<file path="config.mk">
export PLATFORM = sky130hd
export DESIGN_NAME = riot
export DESIGN_NICKNAME = d
export VERILOG_FILES = /design/src/rtl/riot_pkg.sv /design/src/rtl/riot_timer.sv /design/src/rtl/riot.sv
export SDC_FILE = /design/constraint.sdc
export NUM_CORES = 1
export LEC_CHECK = 0
export CAP_MARGIN = 0
export CELL_PAD_IN_SITES_DETAIL_PLACEMENT = 1
export CELL_PAD_IN_SITES_GLOBAL_PLACEMENT = 1
export CORE_MARGIN = 3
export CORE_UTILIZATION = 37
export DETAILED_ROUTE_END_ITERATION = 10
export HOLD_SLACK_MARGIN = 0.05
export MAX_ROUTING_LAYER = met4
export PLACE_DENSITY_LB_ADDON = 0.3
export SYNTH_ARGS = -nofsm -noshare
export SYNTH_HDL_FRONTEND = slang
export SYNTH_HIERARCHICAL = 1
export SYNTH_SLANG_ARGS = --single-unit
</file>
<file path="constraint.sdc">
create_clock -name CLK -period 2.68 [get_ports CLK]
set_input_delay 0.536 -clock CLK [delete_from_list [all_inputs] [get_ports CLK]]
set_output_delay 0.536 -clock CLK [all_outputs]
set_load 0.01 [all_outputs]
</file>
<file path="src/rtl/riot_pkg.sv">
// riot_pkg: shared constants for the riot RAM/I/O/timer responder.
//   - register offsets for the port block (A[1:0] when RS_N=1, A[2]=0)
//   - address bit positions that steer timer accesses
//   - prescale interval table, expressed as the reload value (interval-1)
package riot_pkg;

    // Port register offsets within the register space
    localparam logic [1:0] ORA  = 2'd0;
    localparam logic [1:0] DDRA = 2'd1;
    localparam logic [1:0] ORB  = 2'd2;
    localparam logic [1:0] DDRB = 2'd3;

    // Address bits that steer timer accesses
    localparam int TIMER_BIT = 2;   // A[2]: 1 selects the timer block
    localparam int FLAG_BIT  = 0;   // A[0] on timer reads: 1 = flag, 0 = count
    localparam int IE_BIT    = 3;   // A[3]: interrupt enable written on timer access

    // Select code loaded at reset (the /1024 interval)
    localparam logic [1:0] SEL_RESET = 2'd3;

    // Timer state: TFLAG=0 counts through the prescaler, TFLAG=1 runs every cycle
    typedef enum logic {
        PRESCALED = 1'b0,
        FAST      = 1'b1
    } timer_state_e;

    // Interval table 1/8/64/1024, returned as interval-1 for the prescaler
    function automatic logic [9:0] prescale_reload(input logic [1:0] sel);
        case (sel)
            2'd0:    prescale_reload = 10'd0;
            2'd1:    prescale_reload = 10'd7;
            2'd2:    prescale_reload = 10'd63;
            default: prescale_reload = 10'd1023;
        endcase
    endfunction

endpackage

</file>
<file path="src/rtl/riot_timer.sv">
// riot_timer: prescaled 8-bit interval timer with underflow flag.
// Ports:
//   clk, rst_n : clock, asynchronous active-low reset
//   wr         : timer write strobe (loads count, interval, enable; clears flag)
//   rd         : timer count read strobe (clears flag, reloads enable)
//   din        : value loaded into the count on a write
//   sel        : interval select (1/8/64/1024)
//   ie         : interrupt enable value taken on a write or count read
//   count      : current timer value
//   flag       : underflow flag (TFLAG)
//   ien        : interrupt enable (TIE)
module riot_timer (
    input  logic       clk,
    input  logic       rst_n,
    input  logic       wr,
    input  logic       rd,
    input  logic [7:0] din,
    input  logic [1:0] sel,
    input  logic       ie,
    output logic [7:0] count,
    output logic       flag,
    output logic       ien
);
    import riot_pkg::*;

    timer_state_e state;
    logic [9:0]   pre;
    logic [1:0]   sel_q;

    // A write overrides everything. Otherwise the timer ticks every cycle;
    // a count read clears the flag, but an underflow on the same edge
    // sets it again so the interrupt is not lost.
    always_ff @(posedge clk or negedge rst_n) begin
        if (!rst_n) begin
            state <= PRESCALED;
            count <= 8'h00;
            pre   <= 10'd1023;
            sel_q <= SEL_RESET;
            ien   <= 1'b0;
        end else if (wr) begin
            state <= PRESCALED;
            count <= din;
            pre   <= prescale_reload(sel);
            sel_q <= sel;
            ien   <= ie;
        end else begin
            if (rd) begin
                ien <= ie;
            end
            case (state)
                PRESCALED: begin
                    if (pre != 10'd0) begin
                        pre <= pre - 10'd1;
                    end else begin
                        pre   <= prescale_reload(sel_q);
                        count <= count - 8'd1;
                        if (count == 8'h00) begin
                            state <= FAST;
                        end
                    end
                end
                FAST: begin
                    count <= count - 8'd1;
                    if (rd) begin
                        state <= PRESCALED;
                    end
                end
                default: state <= PRESCALED;
            endcase
        end
    end

    assign flag = (state == FAST);

endmodule

</file>
<file path="src/rtl/riot.sv">
// riot: bus-side RAM / I/O / timer responder for the mpu bus.
// Ports:
//   CLK, RES_N         : clock, asynchronous active-low reset
//   CS, RS_N, R_W, A   : chip select, RAM/register select, read/write, address
//   DB_IN, DB_OUT      : write data in, combinational read data out
//   PA_IN, PB_IN       : port pin inputs
//   PA_OUT, PB_OUT     : output registers ORA/ORB
//   PA_OE, PB_OE       : data direction registers DDRA/DDRB (1 = output)
//   IRQ_N              : active-low timer interrupt
module riot #(
    parameter int RAM_DEPTH = 7
) (
    input  logic       CLK,
    input  logic       RES_N,
    input  logic       CS,
    input  logic       RS_N,
    input  logic       R_W,
    input  logic [6:0] A,
    input  logic [7:0] DB_IN,
    output logic [7:0] DB_OUT,
    input  logic [7:0] PA_IN,
    input  logic [7:0] PB_IN,
    output logic [7:0] PA_OUT,
    output logic [7:0] PB_OUT,
    output logic [7:0] PA_OE,
    output logic [7:0] PB_OE,
    output logic       IRQ_N
);
    import riot_pkg::*;

    logic [7:0] ram [2**RAM_DEPTH];
    logic [7:0] ora, ddra, orb, ddrb;
    logic [7:0] timer_count;
    logic       timer_flag, timer_ien;
    logic       wr_en, rd_en, ram_wr, port_wr, timer_wr, timer_rd;

    assign wr_en    = CS & ~R_W;
    assign rd_en    = CS & R_W;
    assign ram_wr   = wr_en & ~RS_N;
    assign port_wr  = wr_en & RS_N & ~A[TIMER_BIT];
    assign timer_wr = wr_en & RS_N & A[TIMER_BIT];
    assign timer_rd = rd_en & RS_N & A[TIMER_BIT] & ~A[FLAG_BIT];

    // Scratch RAM is deliberately not reset
    always_ff @(posedge CLK) begin
        if (ram_wr) begin
            ram[A[RAM_DEPTH-1:0]] <= DB_IN;
        end
    end

    always_ff @(posedge CLK or negedge RES_N) begin
        if (!RES_N) begin
            ora  <= 8'h00;
            ddra <= 8'h00;
            orb  <= 8'h00;
            ddrb <= 8'h00;
        end else if (port_wr) begin
            case (A[1:0])
                ORA:     ora  <= DB_IN;
                DDRA:    ddra <= DB_IN;
                ORB:     orb  <= DB_IN;
                default: ddrb <= DB_IN;
            endcase
        end
    end

    riot_timer u_timer (
        .clk   (CLK),
        .rst_n (RES_N),
        .wr    (timer_wr),
        .rd    (timer_rd),
        .din   (DB_IN),
        .sel   (A[1:0]),
        .ie    (A[IE_BIT]),
        .count (timer_count),
        .flag  (timer_flag),
        .ien   (timer_ien)
    );

    // Port reads merge pin inputs (input bits) with the output register
    // (output bits), so software sees what is actually on each pin.
    always_comb begin
        DB_OUT = 8'h00;
        if (CS) begin
            if (!RS_N) begin
                DB_OUT = ram[A[RAM_DEPTH-1:0]];
            end else if (!A[TIMER_BIT]) begin
                case (A[1:0])
                    ORA:     DB_OUT = (PA_IN & ~ddra) | (ora & ddra);
                    DDRA:    DB_OUT = ddra;
                    ORB:     DB_OUT = (PB_IN & ~ddrb) | (orb & ddrb);
                    default: DB_OUT = ddrb;
                endcase
            end else if (A[FLAG_BIT]) begin
                DB_OUT = {timer_flag, 7'b0};
            end else begin
                DB_OUT = timer_count;
            end
        end
    end

    assign PA_OUT = ora;
    assign PB_OUT = orb;
    assign PA_OE  = ddra;
    assign PB_OE  = ddrb;
    assign IRQ_N  = ~(timer_flag & timer_ien);

endmodule

</file>
### Yosys cells after proc, flatten, opt, wreduce, memory -nomap -nowiden

Memory sizes are Yosys's and may differ from the RTL's.
Cells that the tools add are included.

* register bits after elaboration: 54
* output and inout bits: 41
* memories kept: 1
* input bits: 36
* memory bits (writable): 1024
* logic and storage cells: 75

* bitwise gates (word level): 25
* add/subtract/negate cells: 2
* multiplexer cells: 22
* reductions and logical operators: 10
* eq/ne operators: 6

Memory list
* ram: words 128, bits a word 8, rd ports 1, clocked after Yosys merged registers in 0, wr ports 1, line riot.sv:31 `logic [7:0] ram [2**RAM_DEPTH];`

Operators by type and width (number)
* $pmux 10 s3: 2
* $mux 8: 6
* $and 8x8->8: 4
* $mux 10: 3
* $pmux 8 s3: 1
* $not 8->8: 2
* $or 8x8->8: 2
* $pmux 8 s2: 1
* $and 1x1->1: 10
* $reduce_bool 10->1: 1
* $sub 10x1->10 const B: 1
* $logic_not 8->1: 1
* $mux 1: 8
* $reduce_and 2->1: 4
* $sub 8x1->8 const B: 1
* $not 1->1: 7
* $eq 2x1->1 const B: 2
* $eq 2x2->1 const B: 2
* $logic_not 2->1: 2
* $ne 3x3->1 const B: 1
* $reduce_or 3->1: 1
* $ne 2x2->1 const B: 1
* $pmux 1 s2: 1
* $reduce_bool 2->1: 1

### Logic depth before layout (Yosys ltp)

Gate-level depths: netlist of the first run.

* word-level depth: 7
* gate-level depth with buffers: 12
* depth with buffers taken out: 6

### Cells and area by module

Netlist of the first run, hierarchy kept.

Modules (own cells, without submodules)
* riot: sequential area each 31550.3 sq um, cells each 2320, area an instance 42175.4 sq um, instances 1
* riot_timer: sequential area each 565.5 sq um, cells each 147, area an instance 1372.6 sq um, instances 1

### Worst setup path before layout of the first run

No wires, ideal clock.

* path kind: input -> output
* start: in A[4]
* end: out DB_OUT[3]
* arrival time: 2.273 ns
* slack: -0.129 ns
* stages on the path: 9
* required time: 2.144 ns
* buffers on the path: 4
* cells stage by stage: buf_4 -> buf_2 -> buf_4 -> clkbuf_1 -> mux4_2 -> mux2i_1 -> nand3_1 -> a221oi_1 -> a31oi_1

* word-level cells in the longest chain between the ends: 3

Ends and longest elaborated chain
* start, declared: line riot.sv:18 `input logic [6:0] A,`
* $mem_v2 128x8
* $mux 8: line riot.sv:85 `if (!RS_N) begin`
* $mux 8: line riot.sv:84 `if (CS) begin`
* end, declared: line riot.sv:20 `output logic [7:0] DB_OUT,`

Every way passes these cells.

### Worst setup path after layout of the first run

* start: in A[0]
* end: out DB_OUT[7]

* word-level cells in the longest chain between the ends: 5
* elaborated cells between the ends (all ways): 9
* classes of those cells: eq/ne: 2; mux: 5; reduce/logical: 1; memory: 1

Ends and longest elaborated chain (line)
* parallel branches: the longest is 3 deep, another holds $mem_v2 128x8
* $mux 8 *: riot.sv:85
* $mux 8 *: riot.sv:84

Mark *: on every way between the ends.

==> out/summary.txt, run 1 <==
post-synth cell types: 75
WP data required: 2.14 ns
initial antenna violation count: 1
worst-skew pair later-pin latency: 0.70 ns
Synth top area share: 0.7061
max_cap viols: 0
gr usage total: 0.2307
GPL Wtd Cong: 0.8761
first-pass GRT wire length: 200200 µm
Hold Path Origin: DB_IN[4]
RSZ-0062 raised after global routing: yes
sink of the worst hold path: ram[0][4]
Multi-input gate area: 11170 µm²
clock tree root driver cell: clkbuf_16
Pre-antenna DRT Iters: 5
Worst-Margin Slew: 0.8207 ns
DRC violations left: 0
antenna-violating nets left: 0
count leader, synth: edfxtp_1
pre-CTS WS: -1.700 ns
Achievable Freq: 277.7 MHz
Worst EP arrival: 3.07 ns
max incr delay on CP: 0.48 ns
Seq/Total Area, Yosys: 0.7375
failing checks: negative setup slack
Hold Path Depth: 1
Final Critical Period: 3.601 ns
effective utilization at floorplan: 0.3737
total die area: 121900 µm²
Area after DPL: 50310 µm²
crit-path max FO: 7
compound-gate portion of the synthesized area: 0.06048
GRT overflow: 0
Placed Cells: 4480
Rel. slew slack: 0.4529
Pwr Density: 699.5 nW/µm²
Seq cells post-synth: 1078
Post-Synth XOR/XNOR Area: 0.0002011
post-synthesis simple-gate area fraction: 0.05034
critical path's slowest cell: mux4_2
Tcrit/Tclk final: 1.344
Mapped Area: 43550 µm²
type of origin of the critical path: input port
Die W: 349.1 µm
Cell Chain, Critical Path: buf_16 > buf_12 > buf_6 > buf_4 > mux4_2 > o22ai_1 > o2111ai_2 > a221o_1 > o311a_4 > buf_6
Critical R2R Launch: u_timer/pre[0]
reg2reg setup slack: 0.43 ns
layout cells sized above 1: 0.3415
setup ws final: -0.9210 ns
die height: 349.1 µm
CTS sink cnt: 1078
worst hold-check path type: input port to register
vias: 26900
status: finished with violations
Synth top cells by count: edfxtp_1 (1024), mux2i_1 (180), nor2_1 (178), mux4_2 (138), nand2_1 (95)
Syn-to-layout area delta: 26.65%
TritonCTS Buffers: 112
most used cell, CP: buf_6
Clock Tree Buf Depth: 3
Sequential cell area: 32120 µm²
Top-Level Pins: 77
Final Cell Area: 55150 µm²
area leader, netlist: edfxtp_1
Synth area leaders: edfxtp_1 (71%), mux4_2 (7.1%), mux2i_1 (4.1%), dfrtp_1 (2.4%), nor2_1 (1.5%)
Worst Reg-to-Reg Cells: 7
Final Max Slew Viols: 0
Via-to-Cell Ratio: 5.705
Post-Synthesis Cells: 2467
Clk pin slew, worst setup/hold paths: 0.06 ns
number of global-route vias before repair: 28090
Synth Warn #: 6
Post-synth EDFFs: 1024
pin count of the biggest net entering global routing: 134
Most used DFF post-synth: edfxtp_1
mux contribution to synthesized area: 0.1283
Avg Cell Area, Syn: 17.65 µm²
nets: 3134
Fill cells: 11039
reg2reg end: u_timer/count[5]
post-detail-place hpwl: 92860 µm
final std cells w/o fill: 4715
wire per inst: 29.38 µm
largest family of logic cells by synthesized area: multiplexers
Finish-stage setup viols: 8
Final Hold Viols: 0
Core Rows: 125
Min Hold Slack: 0.1970 ns
Post-Route Skew: 0.005946 ns
Port-buffer cells: 76
Synthesized Nets: 2506
H-tree depth: 3
Leak: 19.03 nW
WL final: 138500 µm
adder-cell share of the synthesized area: 0.0008619
final core occ: 0.4734
TritonCTS clock tree: done
Iteration-0 DRC Markers: 3072
kind of critical path: input port to output port
Peak supply drop: 477.1 µV
ys async rst share: 0.05009
crit end category: output port
core box area: 116500 µm²
==> worst max-delay path: cells and delay by family <==
family          cells  cell delay [ns]
buf+inv             5             0.73
compound gates      4             1.28
mux                 1             0.48
==> per-layer routing <==
| layer | vias to the layer above | share of wire | global-route usage |
|---|---|---|---|
| met5 | - | 0 | - |
| li1 | 11249 | - | - |
| met2 | 1104 | 0.48 | 0.3720 |
| met3 | 208 | 0.063 | 0.02957 |
| met1 | 14339 | 0.43 | 0.3108 |
| met4 | 0 | 0.024 | 0.06146 |
==> worst max path at each step <==
stage | endpoint | from | slack [ns]
floorplan | DB_OUT[7] | A[1] | -0.05
global placement | DB_OUT[5] | A[1] | -1.69
detailed placement | DB_OUT[5] | A[1] | -1.70
CTS | DB_OUT[7] | ram[78][7] | -0.99
global route | DB_OUT[7] | ram[71][7] | -0.95
finish | DB_OUT[7] | A[0] | -0.92
==> flip-flops by register name, indices dropped and copies added, names as in the netlist <==
| register | count |
|---|---|
| PB_OE | 8 |
| u_timer/count | 8 |
| u_timer/sel_q | 2 |
| PA_OUT | 8 |
| ram | 1024 |
| PB_OUT | 8 |
| PA_OE | 8 |
| u_timer/pre | 10 |
| u_timer/ien | 1 |
| u_timer/flag | 1 |
==> kinds of logic after synthesis <==
logic type,after synthesis
multiplexers,374
adder cells (fa/ha/maj),3
flip-flops,1078
XOR/XNOR,1
buffers and inverters,169
AO/OA/AOI/OAI,392
AND/OR/NAND/NOR,450
==> placed cells by master, fill, tap and decap left out, types with 7 or more instances in the layout <==
cell type,netlist,routed
bufinv_16,0,16
clkbuf_16,0,119
buf_6,22,20
a22oi_1,35,28
nor2_1,178,166
nor2b_1,11,11
o211ai_1,12,12
nand3_1,45,43
mux4_2,138,140
a31oi_1,20,15
mux2i_1,180,177
mux2_2,53,50
nand4_1,9,9
o21ai_0,63,58
clkdlybuf4s50_1,0,54
dfstp_2,12,12
and2_1,11,10
buf_16,0,7
o2bb2ai_1,35,29
o221ai_1,20,16
o311ai_0,9,7
buf_4,30,522
dfrtp_1,42,42
a21oi_1,82,78
nand2_1,95,93
edfxtp_1,1024,1024
nand2b_1,22,21
clkbuf_1,53,22
clkinv_2,0,18
buf_12,0,58
inv_1,14,14
nor3_1,16,13
nand3b_1,18,18
o22ai_1,56,33
o22ai_2,0,17
clkinv_1,1,26
nor2_2,0,12
a22oi_2,0,7
==> power breakdown <==
group	total (mW)	internal, mW	leakage, nW	switching [mW]
Combinational	3.58	1.60	7.35	1.98
Sequential	19.0	18.7	9.85	0.296
Clock	16.0	9.41	1.82	6.56
==> final cells by class <==
cell class,count,share of cell area
Sequential cell,1078,0.5823
Multi-Input combinational cell,1220,0.2025
Timing Repair Buffer,668,0.1117
Clock buffer,138,0.05413
Tap cell,1524,0.03457
Clock inverter,70,0.01375
Inverter,15,0.001021
Antenna cell,2,0.00009074
==> per-stage QoR <==
| stage | total power [mW] | setup TNS [ns] |
|---|---|---|
| after floorplan | 20.80 | -0.2001 |
| after global placement | 22.59 | -146.90 |
| after detailed placement | 22.73 | -163.65 |
| after CTS | 38.78 | -6.613 |
| after global routing | 39.77 | -6.328 |
| final | 38.58 | -5.997 |
==> timing repair <==
action                                  CTS  global route
pin swaps                                37            36
hold endpoints to repair                 42             0
setup buffers                            23             6
cloned                                    0             3
hold buffers                              1             0
endpoints found under the setup margin    8             8
resized for setup                       150            42
Power figures use the tool's default switching activity.
==> inputs of run 2 (changes only) <==
- CORE_UTILIZATION: 37 -> 45
==> run 2 against run 1 <==
First-iteration DRC count rose by 15%. Register-to-register slack improved by 0.08 ns. Cell area fell by 1.4%. Clock skew rose by 0.0023 ns. Largest power group unchanged. The run still ends with negative setup slack left. Count of clock-buffer cells in the layout rose by 2.
==> out/summary.txt, run 2 (synthesized netlist as in run 1, its figures left out) <==
status: finished with violations
failing checks: negative setup slack
Combinational Power Share: 0.097
Worst EP arrival: 3.06 ns
type of origin of the critical path: input port
most common cell after layout, fill and taps aside: edfxtp_1
initial antenna violation count: 2
Port-buffer cells: 76
Clk pin slew, worst setup/hold paths: 0.06 ns
WP data required: 2.14 ns
TritonCTS clock tree: done
Clock Tree Buf Depth: 3
crit end category: output port
commonest non-fill, non-tap cells in the layout: edfxtp_1 (1024), buf_4 (491), mux2i_1 (166), nor2_1 (166), mux4_2 (139)
Worst-Margin Slew: 0.9098 ns
NetSw: 8.667 mW
clock tree root driver cell: clkbuf_16
post-detail-place hpwl: 89540 µm
post-layout power: 36.98 mW
Pwr Density: 680.0 nW/µm²
Syn-to-layout area delta: 24.88%
GPL Wtd Cong: 0.9423
gr usage total: 0.2848
crit-path max FO: 16
die height: 317.1 µm
TritonCTS Buffers: 109
Sequential cell area: 32120 µm²
Achievable Freq: 278.5 MHz
Fill cells: 8606
Iteration-0 DRC Markers: 3537
vias: 27294
WL final: 140400 µm
Final Max Slew Viols: 0
Peak supply drop: 555.9 µV
Largest register FFs: 1024
Tcrit/Tclk final: 1.340
Rel. slew slack: 0.3935
layout cells sized above 1: 0.3350
Cell Int Power: 28.31 mW
number of global-route vias before repair: 28090
GRT overflow: 0
kind of critical path: input port to output port
total die area: 100500 µm²
nets: 3108
Clk network pwr share: 0.388
Finish-stage setup viols: 8
Post-Route Skew: 0.008294 ns
Top-Level Pins: 77
Via-to-Cell Ratio: 6.170
Leak: 18.76 nW
worst-skew pair later-pin latency: 0.68 ns
setup ws final: -0.9113 ns
effective utilization at floorplan: 0.4563
CTS sink cnt: 1078
antenna-violating nets left: 0
Final Hold Viols: 0
max_cap viols: 0
Seq pwr share: 0.514
Core Rows: 113
H-tree depth: 3
pin count of the biggest net entering global routing: 134
Final Critical Period: 3.591 ns
first-pass GRT wire length: 200000 µm
wire per inst: 31.74 µm
Sw Share: 0.2344
DRC violations left: 0
Pre-antenna DRT Iters: 7
Multi-input gate area: 11260 µm²
worst hold-check path type: input port to register
Die W: 317.1 µm
core box area: 95440 µm²
RSZ-0062 raised after global routing: yes
Min Hold Slack: 0.2072 ns
[run 2: cell count changes in the layout (fill, tap and decap cells not counted), moves of 5 or more]
cell       previous run  this run
buf_4               522       491
bufinv_16            16         4
clkbuf_1             22        28
clkbuf_16           119       113
clkinv_1             26        31
mux2i_1             177       166
mux2i_4               0         7
o21ai_1               4         9
[run 2: path summary, 6_finish.rpt]
path / endpoint / depth (start not counted) / startpoint / slack [ns]
max in group asynchronous: PA_OUT[3] / 3 / RES_N / 1.65
min in group asynchronous: u_timer/flag / 3 / RES_N / 0.53
worst max-delay path: DB_OUT[6] / 13 / A[3] / -0.91
worst min register to register: u_timer/pre[2] / 2 / u_timer/pre[2] / 0.51
worst max register to register: u_timer/count[6] / 7 / u_timer/pre[0] / 0.51
worst min-delay path: ram[11][7] / 1 / DB_IN[7] / 0.21
[run 2: routing by layer]
| layer | track usage | vias up | share of wire |
|---|---|---|---|
| li1 | - | 11175 | - |
| met1 | 0.3771 | 14338 | 0.40 |
| met2 | 0.4464 | 1496 | 0.48 |
| met3 | 0.04575 | 285 | 0.084 |
| met4 | 0.1108 | 0 | 0.041 |
| met5 | - | - | 0 |
[run 2: timing repair]
item,in CTS,in global routing
resized for setup,174,52
setup buffers,20,17
hold endpoints to repair,42,0
hold buffers,1,0
pin swaps,32,29
endpoints found under the setup margin,8,8
gates cloned,5,2
[run 2: critical path, cell delays in order]
cell	delay [ns]
buf_4	0.18
buf_4	0.17
buf_12	0.18
nor2_1	0.12
and2_1	0.27
a222oi_1	0.50
buf_4	0.20
o22ai_1	0.09
buf_4	0.15
o31ai_1	0.20
buf_4	0.19
a31oi_4	0.11
buf_6	0.14
[run 2: power by group through the flow]
stage	Combinational [mW]	Sequential [mW]	Clock [mW]
6_report	3.60	19.0	14.4
5_1_grt	3.78	19.1	15.2
4_1_cts	3.47	19.0	14.5
3_5_place_dp	3.25	19.4	0
3_3_place_gp	3.13	19.3	0
2_1_floorplan	1.47	19.3	0
[run 2: cell type report]
type,instances,area share
clock buffers,140,0.05326
diodes,1,0.00004601
well taps,1265,0.02910
clock inverters,60,0.007592
repair buffers,645,0.1115
flip-flops and latches,1078,0.5905
inverters,15,0.001035
multi-input cells,1220,0.2070
[run 2: per-stage QoR]
stage | setup slack, ns | TNS (ns) | cells | area, µm² | utilization
final | -0.9113 | -6.085 | 4424 | 54380 | 0.5699
after global routing | -0.9377 | -6.328 | 4424 | 54380 | 0.5699
after CTS | -0.9018 | -6.020 | 4407 | 53980 | 0.5656
after detailed placement | -1.593 | -121.76 | 4182 | 49630 | 0.5201
after global placement | -1.510 | -92.71 | 4182 | 49630 | 0.5201
after floorplan | -0.05019 | -0.2001 | 2467 | 43650 | -
